===== config.mk =====
export PLATFORM = sky130hd
export DESIGN_NAME = uio_bus_arbiter
export DESIGN_NICKNAME = d
export VERILOG_FILES = /design/src/rtl/uio_bus_arbiter.sv
export SDC_FILE = /design/constraint.sdc
export NUM_CORES = 1
export LEC_CHECK = 0
export BUFFER_PORTS_ARGS = -buffer_cell sky130_fd_sc_hd__buf_2
export CAP_MARGIN = 20
export CORE_AREA = 3 3 64 66
export DETAILED_ROUTE_END_ITERATION = 10
export DIE_AREA = 0 0 67 69
export PLACE_DENSITY_LB_ADDON = 0.1
export SKIP_CTS_REPAIR_TIMING = 1
export SYNTH_ARGS = -nofsm -noshare
export SYNTH_HDL_FRONTEND = slang
export SYNTH_SLANG_ARGS = --single-unit

===== constraint.sdc =====
create_clock -name clk -period 3.7 [get_ports clk]
set_clock_uncertainty 0.2 [all_clocks]
set_input_delay 0.37 -clock clk [delete_from_list [all_inputs] [get_ports clk]]
set_output_delay 0.37 -clock clk [all_outputs]
set_load 0.05 [all_outputs]

===== src/rtl/uio_bus_arbiter.sv =====
// Round-robin arbiter for the shared 8-bit uio pad bus, with bounded hold time
// and an idle turnaround cycle before every ownership change.
module uio_bus_arbiter #(
    parameter int NREQ     = 4,
    parameter int MAX_HOLD = 8
) (
    input  logic              clk,
    input  logic              rst,
    input  logic              ena,
    input  logic [NREQ-1:0]   req,
    input  logic [NREQ-1:0]   dir,
    input  logic [8*NREQ-1:0] wdata,
    input  logic [7:0]        uio_in,
    output logic [7:0]        uio_out,
    output logic [7:0]        uio_oe,
    output logic [NREQ-1:0]   grant,
    output logic [7:0]        rdata,
    output logic              rvalid,
    output logic              busy
);
    // state | meaning
    // IDLE  | no owner; arbitrate when ena and any req
    // TURN  | one dead cycle, pads released, winner latched
    // OWN   | owner holds the bus until req drops or hold limit

    localparam int IW = $clog2(NREQ);

    typedef enum logic [1:0] {IDLE, TURN, OWN} state_t;

    state_t        state, state_nxt;
    logic [IW-1:0] ptr, owner, win, owner_inc;
    logic          odir, found, release_own;
    logic [7:0]    hold_cnt, out_nxt;
    int            idx;

    always_comb begin
        found = 1'b0;
        win   = '0;
        idx   = 0;
        for (int k = 0; k < NREQ; k++) begin
            idx = int'(ptr) + k;
            if (idx >= NREQ) idx = idx - NREQ;
            if (!found && req[idx]) begin
                found = 1'b1;
                win   = IW'(idx);
            end
        end
    end

    assign owner_inc   = (owner == IW'(NREQ-1)) ? '0 : owner + 1'b1;
    assign release_own = !req[owner] || (hold_cnt == 8'(MAX_HOLD));

    always_comb begin
        state_nxt = state;
        case (state)
            IDLE:    if (ena && found) state_nxt = TURN;
            TURN:    state_nxt = OWN;
            OWN:     if (release_own) state_nxt = IDLE;
            default: state_nxt = IDLE;
        endcase
    end

    // Pad data is registered so it reflects wdata from the previous edge.
    always_comb begin
        out_nxt = 8'h00;
        if (state_nxt == OWN && odir) out_nxt = wdata[int'(owner)*8 +: 8];
    end

    always_ff @(posedge clk or posedge rst) begin
        if (rst) begin
            state    <= IDLE;
            ptr      <= '0;
            owner    <= '0;
            odir     <= 1'b0;
            hold_cnt <= 8'h00;
            uio_out  <= 8'h00;
            rdata    <= 8'h00;
            rvalid   <= 1'b0;
        end else begin
            state   <= state_nxt;
            uio_out <= out_nxt;
            case (state)
                IDLE: if (ena && found) begin
                    owner <= win;
                    odir  <= dir[win];
                end
                TURN: hold_cnt <= 8'd1;
                OWN: begin
                    if (release_own) ptr <= owner_inc;
                    else             hold_cnt <= hold_cnt + 8'd1;
                end
                default: ;
            endcase
            rvalid <= (state == OWN) && !odir;
            if ((state == OWN) && !odir) rdata <= uio_in;
        end
    end

    assign grant  = (state == OWN) ? (NREQ'(1) << owner) : '0;
    assign uio_oe = (state == OWN && odir) ? 8'hFF : 8'h00;
    assign busy   = (state != IDLE);

endmodule


Word level (Yosys, flattened, before mapping)
Cells that the tools add are included.
{"block": "op_classes", "order_cmp": 10, "shifts": 2, "reduce_logical": 19, "n_eq_ne": 6, "n_addsub": 9, "mux": 37}
{"operator": "less-than comparator 32 x 4 -> 1 bit, second input constant", "count": 4}
{"operator": "2-to-1 mux 32 bit", "count": 4}
{"operator": "variable part select 32 x 6 -> 8 bit", "count": 1}
{"operator": "2-to-1 mux 8 bit", "count": 3}
{"operator": "case mux 8 bit (2 select lines)", "count": 1}
{"operator": "2-to-1 mux 1 bit", "count": 14}
{"operator": "2-to-1 mux 2 bit", "count": 7}
{"operator": "binary-select mux 1 bit (select 2 bit)", "count": 6}
{"operator": "subtractor 3 x 3 -> 4 bit, second input constant", "count": 3}
{"operator": ">= comparator 3 bit, second input constant", "count": 3}
{"operator": "adder 8 x 1 -> 8 bit, second input constant", "count": 1}
{"operator": "== test 8 x 4 -> 1 bit, second input constant", "count": 1}
{"operator": "logical AND 1 bit", "count": 7}
{"operator": "adder 2 x 2 -> 3 bit, second input constant", "count": 2}
{"operator": "== test 2 bit, second input constant", "count": 3}
{"operator": "less-than comparator 2 x 3 -> 1 bit, second input constant", "count": 2}
{"operator": "case mux 2 bit (3 select lines)", "count": 1}
{"operator": "AND reduction 2 bit", "count": 3}
{"operator": "zero test 1 bit", "count": 5}
{"operator": "2-to-1 mux 4 bit", "count": 1}
{"operator": "nonzero test 2 bit", "count": 2}
{"operator": "left shift 1 x 2 -> 4 bit, first input constant", "count": 1}
{"operator": "subtractor 2 x 3 -> 4 bit, second input constant", "count": 1}
{"operator": "adder 2 x 1 -> 3 bit, second input constant", "count": 1}
{"operator": "other kinds (6)", "count": 6}
{"block": "word_totals", "wordCells": 91, "regBits": 32, "out_inout_bits": 30}

Logic depth before layout (Yosys ltp)
Gate-level depths: netlist (run 1).
{"block": "logic_depth", "ltp_word": 21, "mapped_depth": 8}

Worst setup path after synthesis (run 1)
Ideal clock, no wire load.
{"block": "synth_path", "path_type": "reg-to-output", "start": "register state[0]", "end": "output uio_oe[1]", "path_buffers": 1, "path_slack_ns": 1.570, "t_arrival_ns": 1.560, "stages_incl_launch_ff": 4, "cell_sequence": "dfrtp_1 -> nor2b_1 -> and2_1 -> buf_4"}
{"block": "synth_between", "elab_chain_cells": 3}
{"element": "start: declaration", "line_no": "30", "text": "state_t state, state_nxt;"}
{"element": "start signal: assignment", "line_no": "80", "text": "state <= state_nxt;"}
{"element": "== test 2 bit", "line_no": "100", "text": "assign uio_oe = (state == OWN && odir) ? 8'hFF : 8'h00;"}
{"element": "logical AND 1 bit", "line_no": "100"}
{"element": "2-to-1 mux 8 bit", "line_no": "100"}
{"element": "end: declaration", "line_no": "15", "text": "output logic [7:0] uio_oe,"}
Every way passes these cells.

Worst setup path after layout (run 1)
{"block": "layout_path", "start": "register owner[0]", "end": "register uio_out[0]"}
{"block": "layout_between", "elab_chain_cells": 9, "word_cells_on_any_way": 10, "cone_classes": "eq/ne: 1; shift: 1; mux: 5; reduce/logical: 3"}
{"element": "start: declaration", "line_no": "31", "text": "logic [IW-1:0] ptr, owner, win, owner_inc;"}
{"element": "start signal: assignment", "line_no": "84", "text": "owner <= win;"}
{"element": "binary-select mux 1 bit (select 2 bit)", "line_no": "51", "text": "assign release_own = !req[owner] || (hold_cnt == 8'(MAX_HOLD));"}
{"element": "2-to-1 mux 1 bit (implied by the code)", "line_no": "51"}
{"element": "zero test 1 bit", "line_no": "51"}
{"element": "logical OR 1 bit", "line_no": "51"}
{"element": "2-to-1 mux 2 bit", "line_no": "58", "text": "OWN: if (release_own) state_nxt = IDLE;"}
{"element": "case mux 2 bit (3 select lines)", "line_no": "55", "text": "case (state)"}
{"element": "== test 2 bit", "line_no": "66", "text": "if (state_nxt == OWN && odir) out_nxt = wdata[int'(owner)*8 +: 8];"}
{"element": "logical AND 1 bit", "line_no": "66"}
{"element": "2-to-1 mux 8 bit (*)", "line_no": "66"}
{"element": "net out_nxt[0]", "line_no": "33", "text": "logic [7:0] hold_cnt, out_nxt;"}
{"element": "end signal: assignment", "line_no": "81", "text": "uio_out <= out_nxt;"}
{"element": "end: declaration", "line_no": "14", "text": "output logic [7:0] uio_out,"}
The timed path passes the listed nets; every way through them passes the cells marked *. The select of a mux whose other input is x is not followed.
A chain may end at the register's enable or synchronous reset.

==> results of run 1 <==
==> sequential cells by signal (all words and copies together), names as in the netlist <==
register	cells
odir	1
state	2
rvalid	1
hold_cnt	8
uio_out	8
ptr	2
rdata	8
owner	2
==> cell type report <==
class                           instances  area share, %
Clock buffer                            7           4.30
Inverter                                8           1.34
Multi-Input combinational cell         91           37.2
Sequential cell                        32           35.8
Tap cell                               48           2.68
Timing Repair Buffer                   82           18.7
==> routing by layer <==
metal  track usage, %  up-vias  wire length, um
met3             5.05        7              297
met2             29.1       53             1840
met1             18.0      645             1370
met4             6.53        0               57
li1                 -      654                -
met5                0        -                0
==> cell families after synthesis <==
| group | Yosys count | synth area share, % |
|---|---|---|
| flip-flops | 32 | 45.7 |
| XOR/XNOR | 6 | 3.00 |
| AND/OR/NAND/NOR | 44 | 14.9 |
| adder cells (fa/ha/maj) | 6 | 4.28 |
| multiplexers | 22 | 19.8 |
| AO/OA/AOI/OAI | 13 | 5.57 |
| buffers and inverters | 21 | 6.78 |
==> critical path: cells and delay by family (launching register included) <==
kind            cells  cell delay [ps]
flops               1              790
simple gates        2              530
mux                 1              640
compound gates      1              190
==> placed cells by master, fill, tap and decap left out, drive strengths merged, types with 3 or more instances in the layout <==
master	count
a21oi	3
and2	5
and3	11
buf	81
clkbuf	7
dfrtp	32
ha	6
inv	8
mux2	11
mux4	9
nand2	5
nor2	7
nor2b	3
o21ai	3
or3b	3
xor2	5
==> final timing paths <==
check	from	endpoint	slack [ps]	cells after the start
max	owner[0]	uio_out[0]	1240	4
min	uio_in[5]	rdata[5]	130	2
max reg2reg	owner[0]	uio_out[0]	1240	4
min reg2reg	rdata[3]	rdata[3]	300	1
max in group asynchronous	rst	rdata[3]	2280	4
min in group asynchronous	rst	rdata[5]	400	3
==> power by group <==
| part | total, mW | leakage, nW | switching [mW] | internal (mW) |
|---|---|---|---|---|
| Clock | 0.282 | 0.0503 | 0.117 | 0.165 |
| Combinational | 0.923 | 0.744 | 0.592 | 0.330 |
| Sequential | 0.593 | 0.412 | 0.128 | 0.465 |
==> per-stage QoR <==
stage	cell area (sq um)	setup WS (ps)	hold slack, ps	std cells	utilization, %
floorplan	1750	1570	270	144	-
finish	2240	1240	126	268	61.6
global route	2240	1110	118	268	61.6
detailed placement	2130	1230	159	260	58.7
global placement	2130	1310	142	260	58.7
CTS	2230	1220	-139	267	61.3
==> impl_metrics.tcl, run 1 <==
set metrics [dict create \
    path_max_fanout 14 \
    ys_warn_count 0 \
    slew_violations 0 \
    synthTopCellsByArea "dfrtp_1, mux4_2, mux2_2" \
    required_ps 3660 \
    end_kind "flip-flop" \
    clock_latency_ps 270 \
    powerDensity_mw_per_mm2 803 \
    path_class "reg -> reg" \
    regArea_sq_um 801 \
    yosysTopAreaCell "dfrtp_1" \
    max_stage_delay_ps 790 \
    setup-tns-final_ps 0 \
    die_h_um 69 \
    start_util_pct 48.2 \
    cts_root_buf "clkbuf_8" \
    drt-total-wl_um 3570 \
    max-cap-violations 0 \
    avgViaCountPerCell 5.07 \
    grt_pass1_vias 1362 \
    grt_max_degree 24 \
    ir_drop_v 0.000419 \
    synth-seq-area-share_pct 45.7 \
    diodes 0 \
    synth_common_cells "dfrtp_1, mux2_2, and3_1" \
    tightestPinTransition_ps 724 \
    min_path_type "in -> reg" \
    antenna_found_initial 0 \
    period_share_pct 66.4 \
    cts_sinks 32 \
    cts_buffers 5 \
    status "complete, no violations" \
    synth_cells 144 \
    h-tree-depth 2 \
    synth_cell_types 35 \
    multi_input_area_sq_um 833 \
    boundaryPins 81 \
    gp_congestion 0.730 \
    finalSetupViolCount 0 \
    die_area_sq_mm 0.00462 \
    arrival_ps 2420 \
    firstDrtPassIters 3 \
    drive_gt1_share_pct 52.3 \
    port_buffers 80 \
    ant_nets 0 \
    die_width_um 67 \
    overflow 0 \
    synth_seq_cells 32 \
    drt_iter0_drc 32 \
    power_mw 1.80 \
    clk_pin_slew_ps 60 \
    post_drt_wl_per_cell_um 13.3 \
    clock.fmax_ghz 0.407 \
    critPathSlowestCell "dfrtp_1" \
    cts_tree "built" \
    vias 1359 \
    ys_async_sr_fraction_pct 100 \
    grt_pass1_wl_um 5850 \
    path_cells "mux4_2, o211a_4, or2_1, and3_1" \
    syn_to_final_growth_pct 27.7 \
    nNetsFinal 277 \
    rsz0062_at_grt "no" \
    rows 22 \
    syn_area_sq_mm 0.00175 \
    synth.most_common_cell "dfrtp_1" \
    clock_path_buffers 2 \
    start_kind "flip-flop" \
    slew_headroom_pct 51.6 \
    ys.flop_type "dfrtp_1" \
    remaining_drc_errors 0 \
    finalHoldViolations 0 \
    coreArea_sq_mm 0.00363 \
    synth_edf_count 0 \
    period_needed_ps 2460 \
    synth_top_area_share_pct 45.7 \
    avgSynthCellArea_sq_um 12.2 \
    grt_usage_pct 16.6 \
    hpwlAfterDp_um 2850 \
    leakage_nw 1.21 \
    synth_fp_nets 201 \
    nFillCells 317 \
]
Note: power is estimated with default switching activity, not from simulation.
==> run 2: changes to the inputs <==
- ABC_AREA: default -> 1
- CORE_AREA: 3 3 64 66 -> 3 3 73 75
- DIE_AREA: 0 0 67 69 -> 0 0 76 78
- clock period: 3.7 -> 2 ns (I/O delays scaled with it)
==> run 2 against run 1 <==
  * Critical path depth did not move
  * Synthesized cell count rose by 100%
  * Cell count rose by 69%
  * Cell area rose by 25%
  * Clock power rose by 61%
  * Hold slack got worse by 120 ps
  * Register-to-register slack got worse by 1100 ps
  * Die area rose by 28%
  * Combinational power rose to 3.1 times the previous value
  * Sequential share of layout area fell by 7.2 points
  * Highest routed layer unchanged
==> impl_metrics.tcl, run 2 <==
set metrics [dict create \
    die_width_um 76 \
    required_ps 1600 \
    finalHoldViolations 0 \
    end_kind "output port" \
    nNetsFinal 444 \
    clockPowerShare_pct 10.3 \
    period_needed_ps 1930 \
    h-tree-depth 2 \
    clock_latency_ps 280 \
    vias 2107 \
    max-cap-violations 0 \
    synth_cells 290 \
    synth_cell_types 28 \
    clock.fmax_ghz 0.517 \
    path_max_fanout 8 \
    diodes 0 \
    period_share_pct 96.6 \
    remaining_drc_errors 0 \
    rsz0062_at_grt "yes" \
    power.internal_mw 2.00 \
    slew_headroom_pct 76.4 \
    grt_pass1_wl_um 8680 \
    ys_async_sr_fraction_pct 100 \
    switchingPower_mw 2.39 \
    die_h_um 78 \
    ys.flop_type "dfrtp_1" \
    final_cell_mix "nand2_1, buf_2, nor2_1, dfrtp_1, inv_1" \
    drt-total-wl_um 5250 \
    rows 25 \
    synth_fp_nets 347 \
    p_seq_share_pct 24.2 \
    syn_to_final_growth_pct 36.7 \
    antenna_found_initial 0 \
    slew_violations 0 \
    grt_max_degree 27 \
    status "complete, no violations" \
    finalSetupViolCount 0 \
    port_buffers 80 \
    avgSynthCellArea_sq_um 7.08 \
    coreArea_sq_mm 0.00472 \
    path_class "reg -> out" \
    min_path_type "in -> reg" \
    powerDensity_mw_per_mm2 1560 \
    cts_sinks 32 \
    avgViaCountPerCell 4.64 \
    synth_top_area_share_pct 39.0 \
    layout_setup_ws_ps 67.0 \
    firstDrtPassIters 4 \
    cts_buffers 5 \
    tightestPinTransition_ps 351 \
    boundaryPins 81 \
    synth_edf_count 0 \
    cts_tree "built" \
    ir_drop_v 0.000682 \
    dp_slack_ps 88.3 \
    switching_share_pct 54.4 \
    start_util_pct 43.5 \
    syn_area_sq_mm 0.00205 \
    ys_warn_count 0 \
    grt_pass1_vias 1945 \
    synth-seq-area-share_pct 39.0 \
    power_mw 4.39 \
    clock_path_buffers 2 \
    leakage_nw 1.52 \
    start_kind "flip-flop" \
    synth_seq_cells 32 \
    synth.most_common_cell "nand2_1" \
    reg_top3 "hold_cnt (8), rdata (8), uio_out (8)" \
    clk_pin_slew_ps 60 \
    synthTopCellsByArea "dfrtp_1, nand2_1, nor2_1" \
    yosysTopAreaCell "dfrtp_1" \
    gp_congestion 0.872 \
    combinationalPowerShare_pct 65.5 \
    arrival_ps 1530 \
    drt_iter0_drc 73 \
    overflow 0 \
    final_common_cell "nand2_1" \
    drive_gt1_share_pct 34.1 \
    grt_usage_pct 18.0 \
    r2r_slack_ps 170 \
    hpwlAfterDp_um 3920 \
    ant_nets 0 \
    post_drt_wl_per_cell_um 11.6 \
    cts_root_buf "clkbuf_8" \
    die_area_sq_mm 0.00593 \
    synth_common_cells "nand2_1, nor2_1, dfrtp_1" \
]
[run 2: changes by cell type after synthesis, moves of 8 or more]
cell,change
a21oi_1,+11
and3_1,-10
inv_1,+21
mux2_2,-11
mux4_2,-9
nand2_1,+72
nand2_2,+8
nor2_1,+37
o21ai_0,+20
[run 2: routing by layer]
layer	part of all wire (%)	wire [um]	vias to the layer above	global-route usage (%)
met5	0	0	-	0
met4	0.82	43	0	5.43
met3	4.3	227	4	3.71
met2	50	2640	56	32.2
met1	45	2340	946	21.7
li1	-	-	1101	-
[run 2: cell families (layout without fill, tap and decap cells)]
group / after synthesis / in the layout / share of synthesized area [%]
AO/OA/AOI/OAI: 46 / 46 / 11.9
flip-flops: 32 / 32 / 39.0
AND/OR/NAND/NOR: 155 / 155 / 33.6
buffers and inverters: 48 / 145 / 10.7
adder cells (fa/ha/maj): 6 / 6 / 3.65
XOR/XNOR: 3 / 3 / 1.28
[run 2: final timing paths]
| kind | end | start | cells past startpoint |
|---|---|---|---|
| max | uio_oe[2] | state[0] | 4 |
| min | uio_out[2] | wdata[26] | 3 |
| max reg2reg | odir | ptr[0] | 14 |
| min reg2reg | rdata[4] | rdata[4] | 2 |
| max in group asynchronous | state[0] | rst | 4 |
| min in group asynchronous | hold_cnt[3] | rst | 3 |
[run 2: power groups by stage]
stage / registers [mW] / logic (mW) / clock network, mW
floorplan: 1.45 / 1.73 / 0
global placement: 1.06 / 2.67 / 0
detailed placement: 1.05 / 2.70 / 0
CTS: 1.04 / 2.71 / 0.474
global route: 1.09 / 3.22 / 0.500
finish: 1.06 / 2.87 / 0.454
[run 2: metrics by stage]
stage	utilization (%)	cell area, sq um	hold WS, ps	cells	TNS, ps
6_report	59.4	2810	8.53	454	0
5_1_grt	59.4	2810	42.5	454	-209
4_1_cts	55.3	2610	-367	439	-58.6
3_5_place_dp	53.6	2530	-60.8	432	0
3_3_place_gp	53.6	2530	-69.2	432	0
2_1_floorplan	-	2080	116	290	0
[run 2: critical path, cell delays in order, from the launching register on]
cell	delay, ps
dfrtp_2	440
nor2_4	150
clkinvlp_4	190
nor2_4	230
buf_4	240
[run 2: area by class of cell]
| type | count | area [sq um] |
|---|---|---|
| Fill cell | 448 | 1920 |
| Multi-Input combinational cell | 210 | 1070 |
| Sequential cell | 32 | 803 |
| Timing Repair Buffer | 103 | 637 |
| Inverter | 35 | 138 |
| Tap cell | 67 | 83.8 |
| Clock buffer | 6 | 72.6 |
| Clock inverter | 1 | 5.00 |
